## src/rtl/ssd_scan_driver.sv

```systemverilog
// Purpose: 4-digit seven-segment scan driver with sequential binary-to-BCD conversion.
// Latency: 15 clocks per conversion (1 sample, 13 shift, 1 commit); display decode is combinational.
// Backpressure: none; conversion free-runs and re-samples `value` every 15 clocks.
//
// Ports:
//   clk       - system clock, all state updates on the rising edge
//   rst       - synchronous active-high reset
//   value     - 13-bit unsigned number to display (0..8191)
//   Anode     - active-low digit enables, [3]=thousands .. [0]=units
//   LED_out   - active-low segments {a,b,c,d,e,f,g} on [6:0]
//   busy      - high while a conversion is in SHIFT or DONE
//   conv_done - one-cycle pulse in the cycle the displayed digits change
module ssd_scan_driver #(
  parameter int REFRESH_BITS = 20
) (
  input  logic        clk,
  input  logic        rst,
  input  logic [12:0] value,
  output logic [3:0]  Anode,
  output logic [6:0]  LED_out,
  output logic        busy,
  output logic        conv_done
);

  typedef enum logic [1:0] {
    IDLE  = 2'd0,
    SHIFT = 2'd1,
    DONE  = 2'd2
  } state_t;

  state_t                  r_state;
  state_t                  w_next;
  logic [12:0]             r_bin;
  logic [15:0]             r_bcd;
  logic [3:0]              r_cnt;
  logic [15:0]             r_digits;
  logic [REFRESH_BITS-1:0] r_refresh;
  logic                    r_conv_done;

  logic [15:0]             w_bcd_adj;
  logic [1:0]              w_sel;
  logic [3:0]              w_nib;
  logic                    w_blank;

  // State register
  always_ff @(posedge clk) begin
    if (rst) begin
      r_state <= IDLE;
    end else begin
      r_state <= w_next;
    end
  end

  // Next-state logic: 13 shifts (count 0..12) then commit
  always_comb begin
    w_next = r_state;
    case (r_state)
      IDLE:    w_next = SHIFT;
      SHIFT:   w_next = (r_cnt == 4'd12) ? DONE : SHIFT;
      DONE:    w_next = IDLE;
      default: w_next = IDLE;
    endcase
  end

  // Add-3 correction on every BCD nibble >= 5 before the shift
  always_comb begin
    w_bcd_adj = r_bcd;
    for (int i = 0; i < 4; i++) begin
      if (r_bcd[4*i +: 4] >= 4'd5) begin
        w_bcd_adj[4*i +: 4] = r_bcd[4*i +: 4] + 4'd3;
      end
    end
  end

  // Conversion datapath
  always_ff @(posedge clk) begin
    if (rst) begin
      r_bin       <= '0;
      r_bcd       <= '0;
      r_cnt       <= '0;
      r_digits    <= '0;
      r_conv_done <= 1'b0;
    end else begin
      r_conv_done <= 1'b0;
      case (r_state)
        IDLE: begin
          r_bin <= value;
          r_bcd <= '0;
          r_cnt <= '0;
        end
        SHIFT: begin
          {r_bcd, r_bin} <= {w_bcd_adj, r_bin} << 1;
          r_cnt          <= r_cnt + 4'd1;
        end
        DONE: begin
          r_digits    <= r_bcd;
          r_conv_done <= 1'b1;
        end
        default: begin
          r_cnt <= '0;
        end
      endcase
    end
  end

  // Free-running refresh counter; top two bits pick the digit
  always_ff @(posedge clk) begin
    if (rst) begin
      r_refresh <= '0;
    end else begin
      r_refresh <= r_refresh + 1'b1;
    end
  end

  assign w_sel = r_refresh[REFRESH_BITS-1 -: 2];

  // Digit select and leading-zero blanking (registered state only)
  always_comb begin
    Anode   = 4'b1111;
    w_nib   = 4'd0;
    w_blank = 1'b0;
    case (w_sel)
      2'd0: begin
        Anode   = 4'b0111;
        w_nib   = r_digits[15:12];
        w_blank = (r_digits[15:12] == 4'd0);
      end
      2'd1: begin
        Anode   = 4'b1011;
        w_nib   = r_digits[11:8];
        w_blank = (r_digits[15:8] == 8'd0);
      end
      2'd2: begin
        Anode   = 4'b1101;
        w_nib   = r_digits[7:4];
        w_blank = (r_digits[15:4] == 12'd0);
      end
      default: begin
        Anode   = 4'b1110;
        w_nib   = r_digits[3:0];
        w_blank = 1'b0;
      end
    endcase
  end

  // Active-low segment decode; non-decimal nibbles go dark
  always_comb begin
    LED_out = 7'b1111111;
    if (!w_blank) begin
      case (w_nib)
        4'd0:    LED_out = 7'b0000001;
        4'd1:    LED_out = 7'b1001111;
        4'd2:    LED_out = 7'b0010010;
        4'd3:    LED_out = 7'b0000110;
        4'd4:    LED_out = 7'b1001100;
        4'd5:    LED_out = 7'b0100100;
        4'd6:    LED_out = 7'b0100000;
        4'd7:    LED_out = 7'b0001111;
        4'd8:    LED_out = 7'b0000000;
        4'd9:    LED_out = 7'b0000100;
        default: LED_out = 7'b1111111;
      endcase
    end
  end

  assign busy      = (r_state != IDLE);
  assign conv_done = r_conv_done;

endmodule

```

## config.mk

```make
export PLATFORM = sky130hd
export DESIGN_NAME = ssd_scan_driver
export DESIGN_NICKNAME = d
export VERILOG_FILES = /design/src/rtl/ssd_scan_driver.sv
export SDC_FILE = /design/constraint.sdc
export NUM_CORES = 1
export LEC_CHECK = 0
export CAP_MARGIN = 20
export CORE_AREA = 2 2 93 72
export CTS_CLUSTER_SIZE = 8
export DETAILED_ROUTE_END_ITERATION = 8
export DIE_AREA = 0 0 95 74
export PLACE_DENSITY = 0.76
export SKIP_LAST_GASP = 1
export SYNTH_ARGS = -nofsm -noshare
export SYNTH_HDL_FRONTEND = slang
export SYNTH_SLANG_ARGS = --single-unit
export TNS_END_PERCENT = 1
```

## constraint.sdc

```tcl
create_clock -name clk -period 2.4 [get_ports clk]
set_clock_uncertainty 0.1 [all_clocks]
set_input_delay 0.24 -clock clk [delete_from_list [all_inputs] [get_ports clk]]
set_output_delay 0.24 -clock clk [all_outputs]
set_load 0.02 [all_outputs]
```

# --- Word level (Yosys, flattened, before mapping) ---
# Memory sizes are Yosys's and may differ from the RTL's.
# Index checks and enable logic that the tools add are counted.
classes:
  n_addsub: 6
  n_mul: 0
  div_mod_pow: 0
  magnitude_cmp: 4
  eq_ne: 5
  shift: 0
  n_mux: 14
  bitwise_logic: 0
  reduce_logical: 7
op_table:
  columns: ["operator", "count"]
  rows:
  - ["16-bit one-hot mux with 2 select lines", 1]
  - ["13-bit one-hot mux with 2 select lines", 1]
  - ["4-bit one-hot mux with 3 select lines", 2]
  - ["20-bit by 1-bit adder with 20-bit output, second input constant", 1]
  - ["4-bit by 3-bit greater-or-equal comparator with 1-bit output, second input constant", 4]
  - ["4-bit by 2-bit adder with 4-bit output, second input constant", 3]
  - ["12-bit logical NOT", 1]
  - ["4-bit 2-to-1 mux", 3]
  - ["8-bit logical NOT", 1]
  - ["4-bit one-hot mux with 2 select lines", 1]
  - ["7-bit 2-to-1 mux", 1]
  - ["4-bit by 1-bit adder with 4-bit output, second input constant", 1]
  - ["2-bit by 1-bit equality test with 1-bit output, second input constant", 2]
  - ["2-bit equality test, second input constant", 2]
  - ["4-bit equality test, second input constant", 1]
  - ["2-bit logical NOT", 2]
  - ["4-bit logical NOT", 1]
  - ["2-bit one-hot mux with 2 select lines", 1]
  - ["2-bit nonzero test", 2]
  - ["3-bit by 2-bit adder with 3-bit output, second input constant", 1]
  - ["3-bit 2-to-1 mux", 1]
  - ["1-bit one-hot mux with 3 select lines", 1]
  - ["2-bit 2-to-1 mux", 1]
  - ["1-bit 2-to-1 mux", 1]
totals:
  reg_bits: 72
  latch_bits: 0
  ram_bits: 0
  mem_bits_ro: 112
  inputBits: 15
  out_inout_bits: 13
  word_cells: 44
  memories: 1
memory_table:
  columns: ["memory", "depth", "width", "rd", "rd_clocked_by_memory_dff", "write_ports", "line", "rtl"]
  rows:
  - ["(no name shown)", 16, 7, 1, 0, 0, "150", "case (w_nib)"]

# --- Longest topological paths before layout ---
# Gate-level depths: netlist of the first run.
# An unclocked memory read counts as a cell.
logic_depth:
  depth_word: 4
  depth_mapped: 7
  ltp_nobuf: 7

# --- Worst setup path before layout of the first run ---
# OpenSTA, ideal clock, no wires.
synth_timing:
  kind: "reg2out"
  from: "register r_refresh[18]"
  to: "output LED_out[6]"
  arrival_ps: 1834
  t_required_ps: 2060
  slack_ps: 226
  stages_incl_launch_ff: 7
  n_path_buf: 1
  cell_sequence: "dfxtp_1 > buf_6 > mux4_2 > inv_1 > ha_1 > mux2i_1 > o21ai_0"
synth_between:
  elab_chain_cells: 4
  word_cells_on_any_way: 7
  cone_classes: "eq/ne (2); mux (3); reduce/logical (1); memory (1)"
synth_rtl:
  columns: ["element", "line", "rtl"]
  rows:
  - ["start, declared", "37", "logic [REFRESH_BITS-1:0] r_refresh;"]
  - ["start signal, assigned", "111", "r_refresh <= r_refresh + 1'b1;"]
  - ["2-bit equality test, or another cell as far along", "122", "case (w_sel)"]
  - ["4-bit one-hot mux with 3 select lines", "122", null]
  - ["memory read 16 x 7 bit", null, null]
  - ["7-bit 2-to-1 mux *", "149", "if (!w_blank) begin"]
  - ["end, declared", "20", "output logic [6:0] LED_out,"]
# Every way passes the cells marked *; elsewhere a longest branch is shown, timed or not.

# --- Final worst setup path of the first run ---
# Ends and elaborated chain as after synthesis.

==> results of run 1 <==
-- logic make-up (layout without fill, tap and decap cells) --
| family | count (synthesis) | count (layout) | share of synthesized area, % |
|---|---|---|---|
| buffers and inverters | 38 | 73 | 4.96 |
| XOR/XNOR | 24 | 24 | 6.08 |
| flip-flops | 72 | 72 | 41.7 |
| AND/OR/NAND/NOR | 161 | 161 | 20.6 |
| multiplexers | 24 | 24 | 8.29 |
| adder cells (fa/ha/maj) | 16 | 16 | 5.79 |
| AO/OA/AOI/OAI | 78 | 78 | 12.5 |
-- how the worst max path moves through the flow --
stage	endpoint	depth (start not counted)	start
4_1_cts	LED_out[2]	7	r_refresh[18]
3_3_place_gp	LED_out[6]	6	r_refresh[18]
6_report	LED_out[6]	6	r_refresh[18]
2_1_floorplan	LED_out[6]	6	r_refresh[18]
3_5_place_dp	LED_out[2]	6	r_refresh[18]
5_1_grt	LED_out[6]	6	r_refresh[18]
-- worst reg2reg max path, delay by kind of cell, from the launching register on --
kind / cells / cell delay, ns
DFF: 1 / 0.62
AOI/OAI and AO/OA: 2 / 0.23
buffers and inverters: 1 / 0.27
and+or+nand+nor: 2 / 0.63
-- cell usage in the layout, fill, tap and decap left out, types with 2 or more instances in the layout --
cell type        instances
mux2i_1                 17
nand4_1                  6
a2bb2oi_1                3
nand2_1                 43
nor3_1                   9
dfxtp_1                 70
inv_2                    2
clkinv_4                 2
xor2_1                  14
nand2b_1                 7
inv_1                   13
mux4_2                   3
and3_1                   5
ha_1                    16
nor2_1                  68
mux2_2                   3
o21ai_0                 15
o21ai_1                  5
clkdlybuf4s50_1         19
clkbuf_8                10
xnor2_1                 10
nor2b_1                  2
a21oi_1                 44
a22oi_1                  7
nand3_1                 13
buf_2                    7
buf_4                   14
bufinv_16                2
-- per-stage QoR --
step           hold slack [ns]  utilization, %  cell area [um2]  cells  total power [mW]
2_1_floorplan            0.284               -             3450    413              1.33
3_3_place_gp             0.342            62.1             3820    512              1.37
3_5_place_dp             0.351            62.1             3820    512              1.37
4_1_cts                  0.253            65.8             4050    528              2.45
5_1_grt                  0.283            65.5             4040    529              2.52
6_report                 0.254            65.5             4040    529              2.43
-- registers in the layout (all words and copies together) (netlist names) --
signal and cells:
r_refresh 20, r_digits 16, r_state 2, r_bcd 16, r_bin 13, conv_done 1, r_cnt 4
-- routing by layer --
layer	share of wire, %	vias up	track usage [%]
met3	3.7	9	6.89
met5	0	-	0
li1	-	1460	-
met4	1.2	0	7.73
met1	47	1320	25.9
met2	48	39	36.4
-- area by class of cell --
class / count / area (um2)
Fill cell: 545 / 2130
Sequential cell: 72 / 1450
Timing Repair Buffer: 42 / 362
Clock inverter: 6 / 91.3
Multi-Input combinational cell: 303 / 1840
Tap cell: 81 / 101
Clock buffer: 10 / 138
Inverter: 15 / 56.3
-- power by group through the flow --
stage / logic, mW / clock network, mW / registers (mW)
after CTS: 0.116 / 1.11 / 1.23
after detailed placement: 0.115 / 0 / 1.26
final: 0.114 / 1.09 / 1.23
after global routing: 0.131 / 1.16 / 1.23
after global placement: 0.111 / 0 / 1.26
after floorplan: 0.0768 / 0 / 1.25
-- repair_timing --
action | CTS | global route
gates cloned | 0 | 0
setup endpoints to repair | 7 | 7
setup buffers | 0 | 1
pin swaps | 0 | 0
gates resized for setup | 29 | 9
==> results.md, run 1 <==
- Synth top area cells: dfxtp_1 (42%), nor2_1 (7.4%), a21oi_1 (6.4%)
- Die footprint: 7030 um2
- First-pass DRT Iterations: 4
- Post-CTS Hold Buffers: 0
- Clock Sinks: 72
- Hold_sp: rst
- Largest net degree at the start of global routing: 44
- Detailed Route Iter0 Violations: between 100 and 150
- Tot GR Track Use: between 20 and 25%
- Area growth from synthesis to layout: 16.8%
- Sequential share of the synthesized area: a little over two fifths
- Core Area: about 6200 um2
- DP Worst Slack: -0.106 ns
- Worst skew pair latency: between 0.3 and 0.4 ns
- Status: finished, final reports clean
- Setup TNS: 0 ns
- Fraction of registers with async set or reset after synthesis: 0%
- Reg2Reg Depth: 5
- Root Driver: clkbuf_8
- Die Ht: about 74 um
- Synth top area share: a little over two fifths
- Max Cap Viol: 0
- Synthesis Warnings: 0
- Worst reg2reg path endpoint: r_cnt[2]
- Post-synth EDFFs: 0
- Max_slew headroom: around 60%
- Mapped Cells: approximately 410
- Data required time at the worst endpoint: 2.06 ns
- Antenna Cells: 0
- HPWL Detailed: around 4.7 mm
- Slew @ Worst Pin: approximately 0.60 ns
- CP max stage cell: mux4_2
- Worst path cell trace: mux4_2, buf_4, ha_1, mux2i_1, o21ai_0, clkdlybuf4s15_2
- Vias in the first global route: between 2000 and 3000
- Synthesized cell area: 3450 um2
- Max Slew Vio Count: 0
- CP Max Fanout: 3
- Clock Path Buffers: 2
- Net Sw Frac: between 20% and 30%
- Internal power: roughly 1.9 mW
- Antenna violations before repair: 0
- Clk slew on worst S/H paths: around 0.08 ns
- Share of post-route cells with drive strength above 1: 11.8%
- PortBufs: 27
- Syn nets: 444
- DRC viols: 0
- Row cnt: 25
- Grt total ovfl: 0
- Initial Util: a little under three fifths
- Final setup violation count: 0
- Via/cell ratio: roughly 5.3
- Vias: roughly 2800
- WP buf/inv: 2
- WS Path Type: reg -> out
- Unrepaired setup endpoints after global routing: true
- Reg2Reg Setup Slack: approximately 0.41 ns
- Post-synth top cells: dfxtp_1 (72), nor2_1 (68), a21oi_1 (44), nand2_1 (43), mux2i_1 (17)
- HP Class: in -> reg
- ANT nets after route: 0
- CTS tree: built
- PD cells: between 600 and 700 nW/um2
- Yosys reg bits: 72
- Worst hold path cell count: 2
- CTS Buf Count: 9
- CP startpoint kind: register
- CP arrival: roughly 2 ns
- FMAX: roughly 0.42 GHz
- Post-Route WL: ~6.7 mm
- DIE WIDTH: around 95 um
- Placer congestion estimate: 0.787
- Cell with the most instances after synthesis: dfxtp_1
- Most used DFF post-synth: dfxtp_1
- VDD IR max: roughly 0.36 mV
- Period utilization: between 90 and 100%
- CP max stage delay: around 0.51 ns
- Routed wire per std cell: approximately 13 um
- Pleak: between 1.5 and 2 nW
- Distinct cells, synth: 38
- Comb power frac: ~4.7%
- Synth area leader: dfxtp_1
- Kind of cell adding the most delay to the critical path: multiplexers
- Flop pwr share: about half
- Syn Area/Cell: between 8 and 9 um2
- Worst setup EP type: primary output
- Worst-case hold path end point: r_refresh[0]
- Global-route wire length before repair: approximately 12 mm
- I/O pin count: 28
- H-tree depth: 3
- FF-to-FF Start: r_state[0]
- Nets@finish: between 400 and 500
- Net Sw Power: roughly 0.54 mW
- Worst Slack Setup Final: approximately 0.0028 ns
- Tmin final: roughly 2.4 ns
- Clk pwr share: 44.7%
- Fin. Hold Viols: 0
No activity file was read; power rests on OpenSTA's default activity.
==> inputs of run 2 (changes only) <==
- CORE_AREA: 2 2 93 72 -> 2 2 105 81
- DIE_AREA: 0 0 95 74 -> 0 0 107 83
- PLACE_DENSITY: 0.76 -> 0.61
==> results.md, run 2 (synthesis gave the netlist of run 1 again) <==
- HP Class: in -> reg (unchanged)
- Most common cell after layout, fill and taps aside: dfxtp_1 (unchanged)
- Share of post-route cells with drive strength above 1: 12.7% (was 11.8%)
- CTS tree: built (unchanged)
- Data required time at the worst endpoint: 2.06 ns (about the same)
- Period utilization: 97.2% (was 99.9%)
- WP depth: 6 (unchanged)
- Reg2Reg Setup Slack: 0.56 ns (was 0.41 ns)
- CP startpoint: r_refresh[18] (unchanged)
- Area growth from synthesis to layout: 17.9% (was 16.8%)
- Placer congestion estimate: 0.802 (was 0.787)
- Largest register FFs: 20 (unchanged)
- Worst hold path cell count: 2 (unchanged)
- Clock Path Buffers: 2 (unchanged)
- DR WL met3: 258 um (was 251 um)
- Layout Cells excl Fill: 555 (was 529)
- Root Driver: clkbuf_8 (unchanged)
- Core Area: 7810 um2 (was 6160 um2)
- Commonest cells after routing, fill and taps aside: dfxtp_1 (70), nor2_1 (68), a21oi_1 (44) (unchanged)
- Worst path cell trace: mux4_2, buf_4, ha_1, o21ai_0, o21ai_1, buf_2 (was mux4_2, buf_4, ha_1, mux2i_1, o21ai_0, clkdlybuf4s15_2)
- Antenna violations before repair: 0 (unchanged)
- H-tree depth: 3 (unchanged)
- Tot GR Track Use: 16.6% (was 21.4%)
- Tmin final: 2.33 ns (was 2.40 ns)
- Worst setup EP type: primary output (unchanged)
- Slew @ Worst Pin: 0.596 ns (was 0.604 ns)
- Via/cell ratio: 5.05 (was 5.35)
- CP max stage cell: mux4_2 (unchanged)
- Clock Sinks: 72 (unchanged)
- ANT nets after route: 0 (unchanged)
- Post-Route WL: 6.94 mm (was 6.70 mm)
- Die footprint: 8880 um2 (was 7030 um2)
- Fin. Hold Viols: 0 (unchanged)
- DRC viols: 0 (unchanged)
- Worst Slack Setup Final: 0.0679 ns (was 0.00284 ns)
- Global-route wire length before repair: 12.0 mm (was 11.7 mm)
- Detailed Route Iter0 Violations: 158 (was 148)
- Initial Util: 44.2% (was 56.1%)
- Pleak: 1.56 nW (about the same)
- Placed cell area: 3880 um2 (was 3820 um2)
- Top layer in use: met4 (unchanged)
- Worst reg2reg path endpoint: r_bcd[6] (was r_cnt[2])
- Grt total ovfl: 0 (unchanged)
- Max_slew headroom: 60.2% (was 59.6%)
- FMAX: 0.429 GHz (was 0.417 GHz)
- Reg2Reg Depth: 7 (was 5)
- Inst Count DP: 539 (was 512)
- Routed wire per std cell: 12.5 um (was 12.7 um)
- CP startpoint kind: register (unchanged)
- Max Slew Vio Count: 0 (unchanged)
- Fin util: 52.1% (was 65.5%)
- DIE WIDTH: 107 um (was 95 um)
- WS Path Type: reg -> out (unchanged)
- Vias: 2804 (was 2828)
- CTS Buf Count: 9 (unchanged)
- CP arrival: 1.99 ns (was 2.06 ns)
- Final setup violation count: 0 (unchanged)
- Vias in the first global route: 2595 (was 2714)
- Unrepaired setup endpoints after global routing: true (unchanged)
- Largest reg by FF count: r_refresh (unchanged)
- Fin area: 4070 um2 (was 4040 um2)
- Worst skew pair latency: 0.35 ns (about the same)
- Crit path capture: LED_out[1] (was LED_out[6])
- Biggest regs: r_refresh x20, r_bcd x16, r_digits x16 (unchanged)
- I/O pin count: 28 (unchanged)
- PortBufs: 27 (unchanged)
- DP Worst Slack: -0.120 ns (was -0.106 ns)
- FF-to-FF Start: r_bcd[5] (was r_state[0])
- Final Power: 2.37 mW (was 2.43 mW)
- WL met1: 3.66 mm (was 3.18 mm)
- Kind of cell adding the most delay to the critical path: multiplexers (unchanged)
- Nets@finish: 477 (was 474)
- CP max stage delay: 0.51 ns (about the same)
- Largest net degree at the start of global routing: 46 (was 44)
- CP Max Fanout: 4 (was 3)
- Row cnt: 28 (was 25)
- VDD IR max: 0.271 mV (was 0.359 mV)
- Hold Worst Slack: 0.266 ns (was 0.254 ns)
- Antenna Cells: 0 (unchanged)
- Max Cap Viol: 0 (unchanged)
- Status: finished, final reports clean (unchanged)
- Setup TNS: 0 ns (unchanged)
- HPWL Detailed: 4.84 mm (was 4.66 mm)
- First-pass DRT Iterations: 4 (unchanged)
- Clk slew on worst S/H paths: 0.07 ns (was 0.08 ns)
- Die Ht: 83 um (was 74 um)
- Met2 WL: 2.99 mm (was 3.19 mm)
- PD cells: 582 nW/um2 (was 602 nW/um2)
- WP buf/inv: 2 (unchanged)
[run 2: worst min path at each step]
stage	start	endpoint	slack, ns
floorplan	value[0]	r_bin[0]	0.28
global placement	r_refresh[0]	r_refresh[0]	0.35
detailed placement	r_refresh[0]	r_refresh[0]	0.36
CTS	rst	r_bcd[0]	0.26
global route	rst	r_bin[6]	0.28
finish	rst	r_bcd[0]	0.27
[run 2: report_power, final]
| group | switching [mW] | total [mW] | internal, mW | leakage [nW] |
|---|---|---|---|---|
| clock | 0.445 | 1.03 | 0.582 | 0.106 |
| sequential | 0.0141 | 1.23 | 1.21 | 0.585 |
| combinational | 0.0609 | 0.118 | 0.0572 | 0.868 |
| total | 0.520 | 2.37 | 1.85 | 1.56 |
[run 2: layer usage]
layer | vias to the layer above | track usage (%)
met5 | - | 0
met3 | 2 | 5.18
met4 | 0 | 4.25
met1 | 1294 | 23.7
li1 | 1464 | -
met2 | 44 | 24.3
[run 2: worst register-to-register path, cell delays in order (launching register included)]
cell       delay (ns)
dfxtp_1          0.40
inv_1            0.09
ha_1             0.17
nand2b_1         0.14
a21oi_1          0.30
mux2_2           0.38
a2bb2oi_1        0.13
nor2_1           0.09
[run 2: layout make-up]
| cell class | instances | area, um2 |
|---|---|---|
| Multi-Input combinational cell | 303 | 1850 |
| Sequential cell | 72 | 1450 |
| Fill cell | 781 | 3740 |
| Inverter | 15 | 56.3 |
| Clock inverter | 5 | 82.6 |
| Tap cell | 105 | 131 |
| Timing Repair Buffer | 45 | 380 |
| Clock buffer | 10 | 128 |
[run 2: what timing repair did]
action                     in CTS  in global routing
hold buffers                    0                  0
resized for setup              27                 19
setup buffers                   0                  1
setup endpoints to repair       7                  7
pin swaps                       1                  1
==> inputs of run 3 (changes only) <==
- GPL_ROUTABILITY_DRIVEN: default -> 0
- SLEW_MARGIN: default -> 10
==> results of run 3 <==
Same layout as run 2: the final DEF is identical, and so are final timing and power.
